--- src/rtl/if_fetch_unit.sv ---
// PC register and I-cache fetch sequencer: one outstanding valid/ready request, holds the
// returned instruction for IF/ID. Optional misalign trap enabled by FETCH_MISALIGN_CHK_EN.
module if_fetch_unit #(
   parameter int unsigned       ADDR_W   = 64,
   parameter int unsigned       INST_W   = 32,
   parameter logic [ADDR_W-1:0] RESET_PC = ADDR_W'(64'h0000_0000_8000_0000)
) (
   input  logic              clk,
   input  logic              rst,
   input  logic [1:0]        ctrl_signal_pc_i,
   input  logic [ADDR_W-1:0] ctrl_to_pc_new_i,
   output logic              icache_req_valid_o,
   output logic [ADDR_W-1:0] icache_req_addr_o,
   input  logic              icache_req_ready_i,
   input  logic              icache_resp_valid_i,
   input  logic [INST_W-1:0] icache_resp_data_i,
   output logic              icache_data_valid_o,
   output logic [ADDR_W-1:0] if_pc_o,
   output logic [INST_W-1:0] if_inst_o,
   output logic              if_valid_o
`ifdef FETCH_MISALIGN_CHK_EN
   ,
   output logic              if_misalign_o
`endif
);

   localparam logic [1:0] CTRL_DEFAULT = 2'b00;
   localparam logic [1:0] CTRL_STALLED = 2'b01;
   localparam logic [1:0] CTRL_BUBBLE  = 2'b10;
   localparam logic [1:0] CTRL_BRANCH  = 2'b11;

   localparam logic [1:0] ST_REQ   = 2'd0;
   localparam logic [1:0] ST_WAIT  = 2'd1;
   localparam logic [1:0] ST_HOLD  = 2'd2;
   localparam logic [1:0] ST_FLUSH = 2'd3;

   logic [1:0]        state_q, state_d;
   logic [ADDR_W-1:0] pc_q, pc_d;
   logic [ADDR_W-1:0] if_pc_q, if_pc_d;
   logic [INST_W-1:0] if_inst_q, if_inst_d;
   logic              if_valid_q, if_valid_d;
   logic              is_branch, is_stalled, is_advance;
   logic              misaligned;
   logic              req_fire;

   assign is_branch  = (ctrl_signal_pc_i == CTRL_BRANCH);
   assign is_stalled = (ctrl_signal_pc_i == CTRL_STALLED);
   assign is_advance = (ctrl_signal_pc_i == CTRL_DEFAULT) || (ctrl_signal_pc_i == CTRL_BUBBLE);

`ifdef FETCH_MISALIGN_CHK_EN
   logic misalign_q, misalign_d;
   assign misaligned    = (pc_q[1:0] != 2'b00);
   assign if_misalign_o = misalign_q;
`else
   assign misaligned = 1'b0;
`endif

   // A branch in REQ retargets the PC, so no request is offered for the stale address.
   assign icache_req_valid_o = rst && (state_q == ST_REQ) && !is_stalled && !is_branch &&
                               !misaligned;
   assign icache_req_addr_o  = pc_q;
   assign req_fire           = icache_req_valid_o && icache_req_ready_i;

   always_comb begin
      state_d    = state_q;
      pc_d       = pc_q;
      if_pc_d    = if_pc_q;
      if_inst_d  = if_inst_q;
      if_valid_d = if_valid_q;
`ifdef FETCH_MISALIGN_CHK_EN
      misalign_d = misalign_q;
`endif
      if (is_branch) begin
         pc_d       = ctrl_to_pc_new_i;
         if_valid_d = 1'b0;
`ifdef FETCH_MISALIGN_CHK_EN
         misalign_d = 1'b0;
`endif
         unique case (state_q)
            ST_WAIT:  state_d = icache_resp_valid_i ? ST_REQ : ST_FLUSH;
            ST_FLUSH: state_d = icache_resp_valid_i ? ST_REQ : ST_FLUSH;
            default:  state_d = ST_REQ;
         endcase
      end else begin
         unique case (state_q)
            ST_REQ: begin
               if (misaligned && !is_stalled) begin
`ifdef FETCH_MISALIGN_CHK_EN
                  misalign_d = 1'b1;
                  if_inst_d  = INST_W'(32'h0000_0013);
                  if_pc_d    = pc_q;
                  if_valid_d = 1'b1;
                  state_d    = ST_HOLD;
`endif
               end else if (req_fire) begin
                  state_d = ST_WAIT;
               end
            end
            ST_WAIT: begin
               // Responses are captured even while stalled; HOLD keeps them until released.
               if (icache_resp_valid_i) begin
                  if_pc_d    = pc_q;
                  if_inst_d  = icache_resp_data_i;
                  if_valid_d = 1'b1;
                  state_d    = ST_HOLD;
               end
            end
            ST_HOLD: begin
               if (is_advance) begin
                  pc_d       = pc_q + ADDR_W'(4);
                  if_valid_d = 1'b0;
`ifdef FETCH_MISALIGN_CHK_EN
                  misalign_d = 1'b0;
`endif
                  state_d    = ST_REQ;
               end
            end
            ST_FLUSH: begin
               if (icache_resp_valid_i) begin
                  state_d = ST_REQ;
               end
            end
            default: state_d = ST_REQ;
         endcase
      end
   end

   always_ff @(posedge clk or negedge rst) begin
      if (!rst) begin
         state_q    <= ST_REQ;
         pc_q       <= RESET_PC;
         if_pc_q    <= '0;
         if_inst_q  <= '0;
         if_valid_q <= 1'b0;
      end else begin
         state_q    <= state_d;
         pc_q       <= pc_d;
         if_pc_q    <= if_pc_d;
         if_inst_q  <= if_inst_d;
         if_valid_q <= if_valid_d;
      end
   end

`ifdef FETCH_MISALIGN_CHK_EN
   always_ff @(posedge clk or negedge rst) begin
      if (!rst) begin
         misalign_q <= 1'b0;
      end else begin
         misalign_q <= misalign_d;
      end
   end
`endif

   assign if_pc_o             = if_pc_q;
   assign if_inst_o           = if_inst_q;
   assign if_valid_o          = if_valid_q;
   assign icache_data_valid_o = if_valid_q;

endmodule

--- config.mk ---
export PLATFORM = sky130hd
export DESIGN_NAME = if_fetch_unit
export DESIGN_NICKNAME = d
export VERILOG_FILES = /design/src/rtl/if_fetch_unit.sv
export SDC_FILE = /design/constraint.sdc
export NUM_CORES = 1
export LEC_CHECK = 0
export ABC_AREA = 0
export CAP_MARGIN = 20
export CORE_AREA = 2 2 135 137
export DETAILED_ROUTE_END_ITERATION = 10
export DIE_AREA = 0 0 137 139
export PLACE_DENSITY_LB_ADDON = 0.05
export RECOVER_POWER = 25
export REMOVE_ABC_BUFFERS = 1
export SKIP_LAST_GASP = 1
export SLEW_MARGIN = 15
export SYNTH_ARGS = -nofsm -noshare
export SYNTH_HDL_FRONTEND = slang
export SYNTH_SLANG_ARGS = --single-unit
--- constraint.sdc ---
create_clock -name clk -period 3.15 [get_ports clk]
set_input_delay 0.4725 -clock clk [delete_from_list [all_inputs] [get_ports clk]]
set_output_delay 0.4725 -clock clk [all_outputs]
set_load 0.03 [all_outputs]
==> tab_implementation.tex, run 1 <==
\begin{tabular}{lr}
\hline
Metric & Value \\
\hline
\multicolumn{2}{l}{\textbf{Synthesis}} \\
Mapped Area & 0.00772 sq mm \\
Top FF cell, synth & sky130\_fd\_sc\_hd\_\_dfrtp\_1 \\
Area share of the largest cell type after synthesis & 0.525 \\
Synthesized instance count & 694 \\
Mean instance size in the synthesized netlist & 11.1 sq um \\
Synthesized flop and latch total & 163 \\
Dominant cell type by area after synthesis & sky130\_fd\_sc\_hd\_\_dfrtp\_1 \\
Number of different library cells in the post-synthesis netlist & 56 \\
Number of flops mapped to enable cells by yosys & 0 \\
Warning count from the yosys run & 0 \\
Async SR Flop Fraction & 1.00 \\
Top post-synthesis cells by count & 162 x sky130\_fd\_sc\_hd\_\_dfrtp\_1, 96 x sky130\_fd\_sc\_hd\_\_mux2\_2, 70 x sky130\_fd\_sc\_hd\_\_nand2\_1 \\
Most frequently used cell type in the post-synthesis netlist & sky130\_fd\_sc\_hd\_\_dfrtp\_1 \\
Area contributors post-synth & sky130\_fd\_sc\_hd\_\_dfrtp\_1 52\%, sky130\_fd\_sc\_hd\_\_mux2\_2 14\%, sky130\_fd\_sc\_hd\_\_nand2\_1 3.4\% \\
Proportion of synthesized chip area in sequential cells & 0.528 \\
\multicolumn{2}{l}{\textbf{Clock tree}} \\
\# resized after CTS & 0 \\
Root buffer selected by CTS & sky130\_fd\_sc\_hd\_\_clkbuf\_16 \\
Clock tree from TritonCTS & yes \\
CTS clock-pin slew for the worst setup and hold paths & 70 ps \\
H-tree depth & 4 \\
Number of buffers between clock root and the deepest sink & 2 \\
Number of hold-repair buffers added at the cts stage & 0 \\
Worst-Skew Late Latency & 430 ps \\
Number of buffers inserted during clock tree synthesis & 17 \\
\# clock sinks & 163 \\
Buffers inserted by post-CTS timing repair & 0 \\
\multicolumn{2}{l}{\textbf{STA}} \\
Final Skew & 10.3 ps \\
Top achievable clock speed & 361 MHz \\
Tcrit/Tclk final & 0.880 \\
Worst Max-Slew Pin Slew & 1480 ps \\
Slew Limit Fails & 0 \\
Count of final setup violators & 0 \\
Hold violation count in the final report & 0 \\
Worst slew margin & 0.0121 \\
Setup repair after global routing missed its margin & false \\
Min Clock Period, post-route & 2770 ps \\
\multicolumn{2}{l}{\textbf{Layout}} \\
Area occupied by multi-input gates & 0.00341 sq mm \\
Area growth syn-to-layout & 45.0\% \\
Reg area & 0.00408 sq mm \\
Total of fill cells in the finished design & 1486 \\
Proportion of layout cells with a drive suffix above 1 & 0.169 \\
Final cell count without fillers & 1198 \\
Post-layout util & 0.634 \\
Final layout net count & 1058 \\
\multicolumn{2}{l}{\textbf{Power}} \\
Pint & 5590 uW \\
Logic gate share of total power & 0.412 \\
Worst voltage drop across the vdd grid & 441 uV \\
Lkg Pwr & 0.00441 uW \\
Sw Share & 0.383 \\
Share of power burned in the clock network & 0.232 \\
Power per cell area & 809 mW/mm\^{}2 \\
Power spent charging and discharging nets & 3470 uW \\
Fraction of power consumed by sequential logic & 0.356 \\
\multicolumn{2}{l}{\textbf{Detailed routing}} \\
Detail-routed via count per cell & 5.53 \\
Post-detailed-route count of antenna-violating nets & 0 \\
Via count & 6619 \\
Routed WL per cell & 19.3 microns \\
Residual DRC count & 0 \\
Initial drt markers & 405 \\
Detailed-routing iteration count for the pre-antenna-repair pass & 5 \\
Final routed wirelength across all metal layers & 23100 microns \\
\multicolumn{2}{l}{\textbf{Setup path}} \\
Type of origin of the critical path & input pin \\
Arr. time, crit path & 2300 ps \\
Max FO, Critical Path & 9 \\
Critical path capture point type & output pin \\
Slack of the worst reg-to-reg path & 640 ps \\
Crit path kind & in2out \\
Critical path data required time & 2680 ps \\
\multicolumn{2}{l}{\textbf{Die}} \\
Height of the chip & 139 microns \\
Die area & 0.0190 sq mm \\
I/O pin total & 265 \\
Die Span X & 137 microns \\
Effective utilization at floorplan & 0.438 \\
Core Area & 0.0177 sq mm \\
Number of placement rows & 49 \\
\multicolumn{2}{l}{\textbf{Place}} \\
Placed instance count & 1165 \\
Sum of net half-perimeters after detailed placement & 17000 microns \\
Number of port buffers & 264 \\
Placer Congestion & 0.810 \\
\multicolumn{2}{l}{\textbf{GRT}} \\
Initial antenna violation count & 1 \\
Total congestion overflow & 0 \\
Vias in the first global route & 6751 \\
Global-route total usage across every layer & 0.245 \\
Pin count of the biggest net entering global routing & 61 \\
Global-route wire length before repair & 36200 microns \\
\multicolumn{2}{l}{\textbf{Outcome}} \\
Violated checks & capacitance limit \\
Outcome & finished, violations left \\
\multicolumn{2}{l}{\textbf{Flow run}} \\
Total of max-cap violations & 1 \\
\multicolumn{2}{l}{\textbf{Hold path}} \\
Type of the tightest min-delay check & reg2reg \\
\hline
\end{tabular}
## power by group through the flow
stage / logic [uW] / clock network [uW] / registers [uW]
2_1_floorplan: 743 / 0 / 4470
4_1_cts: 3770 / 2140 / 3230
3_5_place_dp: 3760 / 0 / 3270
5_1_grt: 3900 / 2230 / 3320
3_3_place_gp: 3720 / 0 / 3220
6_report: 3730 / 2100 / 3230
## state kept, by name (all words and copies together), names as in the netlist
name and flops:
icache_data_valid_o 1, icache_req_addr_o 64, if_inst_o 32, if_pc_o 64, state_q 2
## cell families after synthesis
family,Yosys count,synth area share
AOI/OAI and AO/OA,86,0.0690
xor gates and xnor gates,27,0.0306
adders and majority gates,1,0.00162
buffers and inverters,49,0.0311
DFF,163,0.528
muxes,100,0.145
and+or+nand+nor,268,0.194
## cell type report
| type | instances | area share |
|---|---|---|
| flip-flops and latches | 163 | 0.364 |
| multi-input cells | 482 | 0.305 |
| repair buffers | 281 | 0.249 |
| clock buffers | 18 | 0.0392 |
| well taps | 229 | 0.0256 |
| clock inverters | 14 | 0.0141 |
| inverters | 10 | 0.00335 |
| diodes | 1 | 0.000223 |
## routing by layer
layer / global-route usage / wire [microns]
met1: 0.308 / 9490
met2: 0.414 / 11600
met3: 0.0508 / 1600
met4: 0.0906 / 476
met5: 0 / 0
## critical path: stages
cell and delay, ps:
sky130_fd_sc_hd__dlygate4sd3_1 670, sky130_fd_sc_hd__nor4b_1 400, sky130_fd_sc_hd__clkdlybuf4s50_1 750
## through the flow
step / worst slack [ps] / area (sq um) / total power [uW] / setup TNS (ps) / hold slack (ps)
after floorplan: -1270 / 7520 / 5210 / -121730 / 177
after detailed placement: 250 / 10600 / 7020 / 0 / 494
final: 377 / 11200 / 9060 / 0 / 505
after CTS: 451 / 11200 / 9150 / 0 / 240
after global routing: 320 / 11200 / 9460 / 0 / 524
after global placement: 345 / 10600 / 6940 / 0 / 480
## cell usage in the layout (no fill, tap or decap), drive strengths merged, types with 19 or more instances in the layout
cell type,instances
clkbuf,21
clkdlybuf4s50,262
dfrtp,162
inv,20
mux2,96
nand2,70
nand3,40
nand4,27
nor2,34
nor3,21
o21ai,31
xnor2,19
## final timing paths
check	from	to	cells after the start
max in group asynchronous	rst	icache_req_addr_o[51]	3
max reg2reg	icache_req_addr_o[8]	icache_req_addr_o[50]	5
min reg2reg	if_pc_o[49]	if_pc_o[49]	1
max	ctrl_signal_pc_i[0]	icache_req_valid_o	3
min	if_pc_o[49]	if_pc_o[49]	1
min in group asynchronous	rst	icache_req_addr_o[22]	2
Note: power is estimated with default switching activity, not from simulation.
==> run 2, diff against run 1 <==
--- a/config.mk
+++ b/config.mk
@@ -6,7 +6,6 @@
 export NUM_CORES = 1
 export LEC_CHECK = 0
 export ABC_AREA = 0
-export CAP_MARGIN = 20
 export CORE_AREA = 2 2 135 137
 export DETAILED_ROUTE_END_ITERATION = 10
 export DIE_AREA = 0 0 137 139
==> results of run 2 <==
Same layout as run 1: the final DEF is identical, and so are final timing and power.
==> run 3, diff against run 2 <==
--- a/config.mk
+++ b/config.mk
@@ -5,7 +5,6 @@
 export SDC_FILE = /design/constraint.sdc
 export NUM_CORES = 1
 export LEC_CHECK = 0
-export ABC_AREA = 0
 export CORE_AREA = 2 2 135 137
 export DETAILED_ROUTE_END_ITERATION = 10
 export DIE_AREA = 0 0 137 139
==> results of run 3 <==
Same layout as run 1: the final DEF is identical, and so are final timing and power.
